## src/rtl/ctrl_seq.sv

```systemverilog
// Control sequencer for the 8-bit CPU: T1-T6 ring, opcode decode and Moore control strobes.
// Optional CTRL_SEQ_SINGLE_STEP_EN adds a step input that gates every state transition.
module ctrl_seq (
  input  logic       clk,
  input  logic       rst,
`ifdef CTRL_SEQ_SINGLE_STEP_EN
  input  logic       step,
`endif
  input  logic [3:0] ir_op_4,
  output logic       pc_out,
  output logic       pc_inc,
  output logic       mar_in,
  output logic       ram_out,
  output logic       ir_in,
  output logic       ir_out,
  output logic       a_in,
  output logic       a_out,
  output logic       b_in,
  output logic       alu_sub,
  output logic       alu_out,
  output logic       out_in,
  output logic       halt,
  output logic       instr_done,
  output logic [7:0] icount_8
);

  localparam logic [2:0] StIdle = 3'd0;
  localparam logic [2:0] StT1   = 3'd1;
  localparam logic [2:0] StT2   = 3'd2;
  localparam logic [2:0] StT3   = 3'd3;
  localparam logic [2:0] StT4   = 3'd4;
  localparam logic [2:0] StT5   = 3'd5;
  localparam logic [2:0] StT6   = 3'd6;
  localparam logic [2:0] StHalt = 3'd7;

  localparam logic [3:0] OpLda = 4'b0000;
  localparam logic [3:0] OpAdd = 4'b0001;
  localparam logic [3:0] OpSub = 4'b0010;
  localparam logic [3:0] OpOut = 4'b1110;
  localparam logic [3:0] OpHlt = 4'b1111;

  logic [2:0] state_q, state_d;
  logic [7:0] icount_q, icount_d;
  logic       adv;

`ifdef CTRL_SEQ_SINGLE_STEP_EN
  assign adv = step;
`else
  assign adv = 1'b1;
`endif

  always_comb begin
    state_d  = state_q;
    icount_d = icount_q;
    if (adv) begin
      case (state_q)
        StIdle: state_d = StT1;
        StT1:   state_d = StT2;
        StT2:   state_d = StT3;
        StT3:   state_d = StT4;
        StT4:   state_d = (ir_op_4 == OpHlt) ? StHalt : StT5;
        StT5:   state_d = StT6;
        StT6: begin
          state_d  = StT1;
          icount_d = icount_q + 8'd1;
        end
        default: state_d = StHalt;
      endcase
    end
  end

  always_ff @(posedge clk or posedge rst) begin
    if (rst) begin
      state_q  <= StIdle;
      icount_q <= 8'd0;
    end else begin
      state_q  <= state_d;
      icount_q <= icount_d;
    end
  end

  assign icount_8 = icount_q;

  // Moore decode; execute states additionally look at the opcode held in the IR.
  always_comb begin
    pc_out     = 1'b0;
    pc_inc     = 1'b0;
    mar_in     = 1'b0;
    ram_out    = 1'b0;
    ir_in      = 1'b0;
    ir_out     = 1'b0;
    a_in       = 1'b0;
    a_out      = 1'b0;
    b_in       = 1'b0;
    alu_sub    = 1'b0;
    alu_out    = 1'b0;
    out_in     = 1'b0;
    halt       = 1'b0;
    instr_done = 1'b0;
    case (state_q)
      StT1: begin
        pc_out = 1'b1;
        mar_in = 1'b1;
      end
      StT2: pc_inc = 1'b1;
      StT3: begin
        ram_out = 1'b1;
        ir_in   = 1'b1;
      end
      StT4: begin
        if (ir_op_4 == OpLda || ir_op_4 == OpAdd || ir_op_4 == OpSub) begin
          ir_out = 1'b1;
          mar_in = 1'b1;
        end else if (ir_op_4 == OpOut) begin
          a_out  = 1'b1;
          out_in = 1'b1;
        end
      end
      StT5: begin
        if (ir_op_4 == OpLda) begin
          ram_out = 1'b1;
          a_in    = 1'b1;
        end else if (ir_op_4 == OpAdd || ir_op_4 == OpSub) begin
          ram_out = 1'b1;
          b_in    = 1'b1;
        end
      end
      StT6: begin
        instr_done = 1'b1;
        if (ir_op_4 == OpAdd || ir_op_4 == OpSub) begin
          alu_out = 1'b1;
          a_in    = 1'b1;
          alu_sub = (ir_op_4 == OpSub);
        end
      end
      StHalt: halt = 1'b1;
      default: ;
    endcase
  end

endmodule

```

## config.mk

```make
export PLATFORM = sky130hd
export DESIGN_NAME = ctrl_seq
export DESIGN_NICKNAME = d
export VERILOG_FILES = /design/src/rtl/ctrl_seq.sv
export SDC_FILE = /design/constraint.sdc
export NUM_CORES = 1
export LEC_CHECK = 0
export BUFFER_PORTS_ARGS = -buffer_cell sky130_fd_sc_hd__buf_2
export CORE_MARGIN = 2
export CORE_UTILIZATION = 45
export CTS_CLUSTER_DIAMETER = 80
export DETAILED_ROUTE_END_ITERATION = 7
export GPL_TIMING_DRIVEN = 0
export PLACE_DENSITY = 0.79
export SLEW_MARGIN = 15
export SYNTH_ARGS = -nofsm -noshare
export SYNTH_HDL_FRONTEND = slang
export SYNTH_SLANG_ARGS = --single-unit
```

## constraint.sdc

```tcl
create_clock -name clk -period 1.4 [get_ports clk]
set_clock_uncertainty 0.1 [all_clocks]
set_input_delay 0.14 -clock clk [delete_from_list [all_inputs] [get_ports clk]]
set_output_delay 0.14 -clock clk [all_outputs]
set_load 0.005 [all_outputs]
```

Word level (Yosys, flattened, before mapping):

Cells that the tools add are included.

* output and inout port bits: 22
* input bits: 6
* bits in registers: 11

* muxes and demuxes: 23
* $add $sub $neg: 1
* reduce and logical (&&, ||, !) cells: 6
* equal/unequal tests: 11

Operators with widths (count)
* 2-to-1 mux 1 bit: 18
* case mux 3 bit (6 select lines): 1
* == test 3 bit (second input constant): 4
* adder 8 x 1 -> 8 bit (second input constant): 1
* == test 4 bit (second input constant): 2
* == test 3 x 2 -> 1 bit (second input constant): 2
* case mux 1 bit (2 select lines): 3
* == test 4 x 1 -> 1 bit (second input constant): 1
* == test 4 x 2 -> 1 bit (second input constant): 1
* zero test 4 bit: 1
* == test 3 x 1 -> 1 bit (second input constant): 1
* zero test 3 bit: 1
* logical OR 1 bit: 3
* 2-to-1 mux 2 bit: 1
* OR reduction 2 bit: 1

Logic depth before layout (Yosys ltp):

Gate-level depths: netlist of run 1.

* depth in word-level cells: 5
* gate-level depth with buffers: 4

Worst setup path after synthesis of run 1:

No wires, ideal clock.

* kind: flip-flop to output port
* start point: reg state_q[0]
* end point: out out_in
* arrival time: 1.253 ns
* setup slack: -0.093 ns
* path buffers: 2
* cell stages (with the launch flop): 5
* required time: 1.160 ns
* path through: dfrtp_1 > clkbuf_1 > nand2b_1 > nor4_1 > buf_4

* longest elaborated chain between the ends: 2

RTL lines
* from (decl): line 42 `logic [2:0] state_q, state_d;`
* from (signal assigned): line 74 `state_q <= StIdle;`
* from (signal assigned): line 77 `state_q <= state_d;`
* == test 3 bit
* 2-to-1 mux 1 bit
* to (decl): line 21 `output logic out_in,`

Every way passes these cells.

Final worst setup path of run 1:

* start point: reg state_q[1]
* end point: out a_in

* longest elaborated chain between the ends: 2

RTL lines
* == test 3 bit: line 100 `case (state_q)`
* case mux 1 bit (2 select lines) (*): line 100
* to (decl): line 16 `output logic a_in,`

Mark *: on every way between the ends. The rest lies on a longest branch, timed or not.

==> qor.txt, run 1 <==
outcome - complete, but fails checks
failing checks - negative setup slack
DR pass1 iterations - 4
post-synthesis cell type count - 28
ranking of synthesized cells by area - dfrtp_1 41%, xnor2_1 6.6%, nand2_1 5.1%, nand2b_1 4.7%, nor2_1 4.5%
clock root cell - clkbuf_4
Fmax - 590 MHz
Syn Area/Cell - 9.28 µm²
Synth Warn # - 0
share of cells above drive strength 1 - 0.542
Final Hold Fails - 0
RSZ-0062 raised after global routing - yes
latest clock arrival within the worst-skew pair - 270 ps
most frequent cells in the layout - 24 x buf_2, 10 x buf_6, 10 x dfrtp_1, 9 x buf_4, 8 x nand2_1
layout net count - 126
Tightest Pin Transition - 423 ps
cell row count - 13
drt total wl - 1930 µm
Die ar. - 1810 µm²
CTS clk-pin slew, worst paths - 60 ps
crit end category - primary output
Synth Instances - 72
Synth Net Count - 79
P_leak - 0.593 nW
routed vias/inst - 5.32
gr ovfl total - 0
H-tree depth reported by CTS - 1
Initial Util - 0.495
# DRC - 0
normalized max-slew margin - 0.717
number of antenna violations at the first check in global routing - 0
hold crit path type - primary input to flip-flop
fin worst setup slack - -295 ps
share of the synthesized area in the top cell type - 0.412
final setup fails - 15
HPWL after DPL - 994 µm
flops & latches, synth - 11
Slowest cell on crit path - or3_1
wire per inst - 14.5 µm
CP arrival - 1460 ps
maximum fanout along the worst path - 5
WS Path Type - flip-flop to primary output
clock sinks - 11
number of global-route vias before repair - 655
Ports - 28
Final Cycle Share - 1.21
Max VDD drop - 1.39 mV
global-route wire length before repair - 2910 µm
clk buf depth - 2
power density cells - 1950 nW/µm²
Die X - 42.5 µm
Worst Path Required - 1160 ps
TritonCTS clock tree - done
Setup Slack @ Placement - -46.9 ps
Final Util - 0.809
clock buffer count from CTS - 3
Setup crit start kind - flip-flop
fin. max-slew vios - 0
Overall Global Routing Usage - 0.217
CP Cell Sequence - buf_6 -> inv_4 -> or3_1 -> a21oi_1 -> buf_2
Iteration-0 DRC Markers - 28
largest net degree at the start of global routing - 12
post-route ant nets - 0
Fin Hold WS - 272 ps
Mapped Area - 668 µm²
IO buf count - 27
commonest non-fill, non-tap cell in the layout - buf_2
n_diodes - 0
Die H - 42.5 µm
slowest cell delay on critical path - 380 ps
Core Area - 1350 µm²
area leader, netlist - dfrtp_1
min Tclk post-route - 1700 ps
Seq/Total Area, Yosys - 0.412
Final Wtd Congestion - 0.793
fill count - 82
Vias - 707
area growth from synthesis to layout - 63.5%
Max-cap violations - 0
==> registers in the layout (all words and copies together) (netlist names), named ones only <==
register	count
icount_8	8
state_q	2
==> cell type report <==
cell class              count  area (µm²)  share of cell area
flip-flops and latches     11         277               0.253
multi-input cells          55         430               0.394
well taps                  15        18.8              0.0172
plain buffers               3        32.5              0.0298
repair buffers             42         292               0.267
inverters                   3        16.3              0.0149
clock buffers               4        26.3              0.0241
==> worst max-delay path, delay by kind of cell (launching register included) <==
kind	cells	cell delay (ps)
compound gates	1	150
simple gates	1	380
buf+inv	3	300
flops	1	360
==> cells in the mapped netlist <==
library cell  number
a211o_1            1
a211oi_1           1
a21boi_0           1
a21oi_1            2
and3_1             2
buf_4              1
buf_6              1
clkbuf_1           1
dfrtp_1           11
ha_1               1
inv_1              1
inv_2              2
mux2_2             1
nand2_1            9
nand2b_1           5
nand3_1            2
nand3b_4           1
nand4_1            4
nor2_1             8
nor2b_1            1
nor3_2             2
nor3b_1            2
nor4_1             1
o21bai_1           1
or2b_1             1
or3_1              1
xnor2_1            5
xor2_1             3
==> stage by stage <==
step / instances / total power [mW] / setup TNS [ps] / cell area, µm²
finish: 133 / 2.13 / -2240 / 1090
global route: 133 / 2.28 / -3390 / 1090
CTS: 129 / 1.87 / -1360 / 995
detailed placement: 114 / 1.31 / -128 / 828
global placement: 114 / 1.30 / -89.1 / 828
floorplan: 72 / 1.06 / 0 / 674
==> cell families (layout without fill, tap and decap cells) <==
logic type / Yosys count / count (layout) / share of synthesized area
AOI/OAI and AO/OA: 6 / 6 / 0.0618
xor gates and xnor gates: 8 / 8 / 0.105
adders and majority gates: 1 / 1 / 0.0187
buffers and inverters: 6 / 52 / 0.0506
DFF: 11 / 11 / 0.412
muxes: 1 / 1 / 0.0169
and+or+nand+nor: 39 / 39 / 0.335
==> worst paths after layout <==
| path | cells past startpoint | slack (ps) | startpoint | to |
|---|---|---|---|---|
| worst max-delay path | 5 | -300 | state_q[1]$_DFF_PP0_ | a_in |
| worst min-delay path | 4 | 270 | ir_op_4[3] | state_q[1]$_DFF_PP0_ |
| worst max register to register | 6 | -20 | state_q[0]$_DFF_PP0_ | icount_8[4]$_DFFE_PP0P_ |
| worst min register to register | 1 | 370 | icount_8[7]$_DFFE_PP0P_ | icount_8[7]$_DFFE_PP0P_ |
| max in group asynchronous | 3 | 580 | rst | asynchronous set/reset pin |
| min in group asynchronous | 3 | 300 | rst | icount_8[3]$_DFFE_PP0P_ |
==> report_power, final <==
part           switching [mW]  internal [mW]
clock network           0.103          0.110
registers               0.159          0.436
logic                   0.564          0.754
==> layer usage <==
layer  wire length (µm)  track usage  up-vias
met5                  0            0        -
met4                 21       0.0750        0
met3                126       0.0647        6
met2               1010        0.385       24
met1                775        0.243      345
li1                   -            -      332
==> what timing repair did <==
action	CTS	global route
hold buffers	1	0
pin swaps	5	7
buffers inserted	10	4
resized for setup	15	14
hold endpoints to repair	11	0
setup endpoints to repair	14	15
(Power assumes the default switching activity.)
==> run 2: changes to the inputs <==
--- a/config.mk
+++ b/config.mk
@@ -8,9 +8,9 @@
 export BUFFER_PORTS_ARGS = -buffer_cell sky130_fd_sc_hd__buf_2
 export CORE_MARGIN = 2
-export CORE_UTILIZATION = 45
+export CORE_UTILIZATION = 49
 export CTS_CLUSTER_DIAMETER = 80
 export DETAILED_ROUTE_END_ITERATION = 7
 export GPL_TIMING_DRIVEN = 0
-export PLACE_DENSITY = 0.79
+export PLACE_DENSITY = 0.85
 export SLEW_MARGIN = 15
 export SYNTH_ARGS = -nofsm -noshare
==> constraint.sdc (replaced) <==
create_clock -name clk -period 2.15 [get_ports clk]
set_clock_uncertainty 0.1 [all_clocks]
set_input_delay 0.215 -clock clk [delete_from_list [all_inputs] [get_ports clk]]
set_output_delay 0.215 -clock clk [all_outputs]
set_load 0.02 [all_outputs]
==> run 2 against run 1 <==
Net effect: the flow now finishes without violations; worst hold slack gained 93 ps; design area is 21% lower; register-to-register slack better by 870 ps; worst setup slack improved by 470 ps; non-clock buffer count decreased by 14; critical path depth unchanged; die area shrank 7.4%; clock power is 36% lower; critical endpoint is now out_in; largest power group unchanged; highest routed layer unchanged.
==> qor.txt, run 2 (synthesis gave the netlist of run 1 again) <==
outcome - finished clean (was complete, but fails checks)
number of antenna violations at the first check in global routing - 0 (unchanged)
placed cell count - 114 (unchanged)
DR pass1 iterations - 4 (unchanged)
Tightest Pin Transition - 405 ps (was 423 ps)
Initial Util - 0.520 (was 0.495)
Final Hold Fails - 0 (unchanged)
clock buffer count from CTS - 3 (unchanged)
Setup Slack @ Placement - 426 ps (was -46.9 ps)
CTS clk-pin slew, worst paths - 70 ps (was 60 ps)
Final Cycle Share - 0.918
hold crit path type - flip-flop to flip-flop (was primary input to flip-flop)
Die H - 40.9 µm (was 42.5 µm)
normalized max-slew margin - 0.729 (was 0.717)
Die X - 40.9 µm (was 42.5 µm)
routed vias/inst - 5.16 (was 5.32)
crit end category - primary output (unchanged)
most frequent cells in the layout - 27 x buf_2, 11 x dfrtp_1, 9 x nand2_1, 8 x nor2_1 (was 24 x buf_2, 10 x buf_6, 10 x dfrtp_1, 9 x buf_4, 8 x nand2_1)
slowest cell delay on critical path - 380 ps (about the same)
fin. max-slew vios - 0 (unchanged)
Die ar. - 1670 µm² (was 1810 µm²)
layout net count - 112 (was 126)
H-tree depth reported by CTS - 1 (unchanged)
Max-cap violations - 0 (unchanged)
IO buf count - 27 (unchanged)
Setup TNS - 0 ps (was -2240 ps)
number of global-route vias before repair - 504 (was 655)
RSZ-0062 raised after global routing - no (was yes)
reg2reg setup slack - 850 ps (was -20 ps)
post-route ant nets - 0 (unchanged)
Overall Global Routing Usage - 0.185 (was 0.217)
P_leak - 0.464 nW (was 0.593 nW)
layer with the highest usage - met2 (unchanged)
Max VDD drop - 0.633 mV (was 1.39 mV)
min Tclk post-route - 1970 ps
power density cells - 1300 nW/µm² (was 1950 nW/µm²)
gr ovfl total - 0 (unchanged)
Worst Path Required - 1840 ps (was 1160 ps)
share of cells above drive strength 1 - 0.375 (was 0.542)
Fmax - 507 MHz
Ports - 28 (unchanged)
global-route wire length before repair - 2040 µm (was 2910 µm)
Vias - 614 (was 707)
hold depth - 1 (was 4)
drt total wl - 1370 µm (was 1930 µm)
wire per inst - 11.5 µm (was 14.5 µm)
area growth from synthesis to layout - 29.4% (was 63.5%)
latest clock arrival within the worst-skew pair - 260 ps (was 270 ps)
CP arrival - 1660 ps (was 1460 ps)
final setup fails - 0 (was 15)
fin cells - 119 (was 133)
clock root cell - clkbuf_4 (unchanged)
postcts setup bufs - 0 (was 10)
CP Cell Sequence - clkbuf_1 -> nand2b_1 -> nor4_2 -> buf_4 -> buf_2 (was buf_6 -> inv_4 -> or3_1 -> a21oi_1 -> buf_2)
fin worst setup slack - 177 ps (was -295 ps)
largest net degree at the start of global routing - 12 (unchanged)
Final Util - 0.673 (was 0.809)
met1 Use GR - 0.195 (was 0.243)
Core Area - 1280 µm² (was 1350 µm²)
Iteration-0 DRC Markers - 6 (was 28)
TritonCTS clock tree - done (unchanged)
n_diodes - 0 (unchanged)
# DRC - 0 (unchanged)
clk buf depth - 2 (unchanged)
commonest non-fill, non-tap cell in the layout - buf_2 (unchanged)
cell row count - 13 (unchanged)
Reg2Reg Depth - 3 (was 6)
WS Path Type - flip-flop to primary output (unchanged)
Worst Min Path Start - icount_8[7]$_DFFE_PP0P_ (was ir_op_4[3])
HPWL after DPL - 1040 µm (was 994 µm)
met3 Use GR - 0.0163 (was 0.0647)
met2 Use GR - 0.352 (was 0.385)
WHS Endpoint - icount_8[7]$_DFFE_PP0P_ (was state_q[1]$_DFF_PP0_)
Final Wtd Congestion - 0.712 (was 0.793)
Slowest cell on crit path - dfrtp_1 (was or3_1)
worst flop-to-flop path startpoint - state_q[0]$_DFF_PP0_ (unchanged)
Setup crit start kind - flip-flop (unchanged)
clock sinks - 11 (unchanged)
maximum fanout along the worst path - 10 (was 5)
RR Endpoint - state_q[1]$_DFF_PP0_ (was icount_8[4]$_DFFE_PP0P_)
Largest register FFs - 8 (unchanged)
## run 2: through the flow
step	total power [mW]	hold WS, ps	area [µm²]
floorplan	0.808	-32.6	668
global placement	0.966	114	822
detailed placement	0.984	120	822
CTS	1.13	345	858
global route	1.20	388	865
finish	1.12	365	865
## run 2: worst max path at each step
stage                                    start      to  slack (ps)  cells after the start
after floorplan           state_q[0]$_DFF_PP0_  out_in          80                      4
after global placement    state_q[0]$_DFF_PP0_  out_in         440                      5
after detailed placement  state_q[0]$_DFF_PP0_  out_in         430                      5
after CTS                 state_q[0]$_DFF_PP0_  out_in         130                      5
after global routing      state_q[0]$_DFF_PP0_  out_in          60                      5
final                     state_q[0]$_DFF_PP0_  out_in         180                      5
## run 2: worst max-delay path: cells and delay by family, from the launching register on
| kind | cells | cell delay (ps) |
|---|---|---|
| and+or+nand+nor | 2 | 540 |
| buffers and inverters | 3 | 490 |
| DFF | 1 | 380 |
## run 2: final cells by class
| type | count | area (µm²) |
|---|---|---|
| fill | 112 | 420 |
| multi-input combinational | 55 | 365 |
| sequential | 11 | 275 |
| timing repair buffer | 28 | 145 |
| clock buffer | 4 | 26.3 |
| buffer | 3 | 22.5 |
| tap | 15 | 18.8 |
| inverter | 3 | 11.3 |
## run 2: report_power, final
| part | switching [mW] | total (mW) | internal, mW |
|---|---|---|---|
| Clock | 0.0648 | 0.136 | 0.0715 |
| Combinational | 0.361 | 0.605 | 0.243 |
| Sequential | 0.101 | 0.382 | 0.281 |
| Total | 0.527 | 1.12 | 0.596 |
## run 2: what timing repair did
action / in CTS / in global routing
setup endpoints to repair: 0 / 1
hold buffers: 1 / 0
hold endpoints to repair: 11 / 0
gates resized for setup: 0 / 1
## run 2: metal layers
layer	part of all wire	up-vias
met3	0.057	2
met4	0.0088	0
met1	0.40	281
li1	-	307
met2	0.53	24
met5	0	-
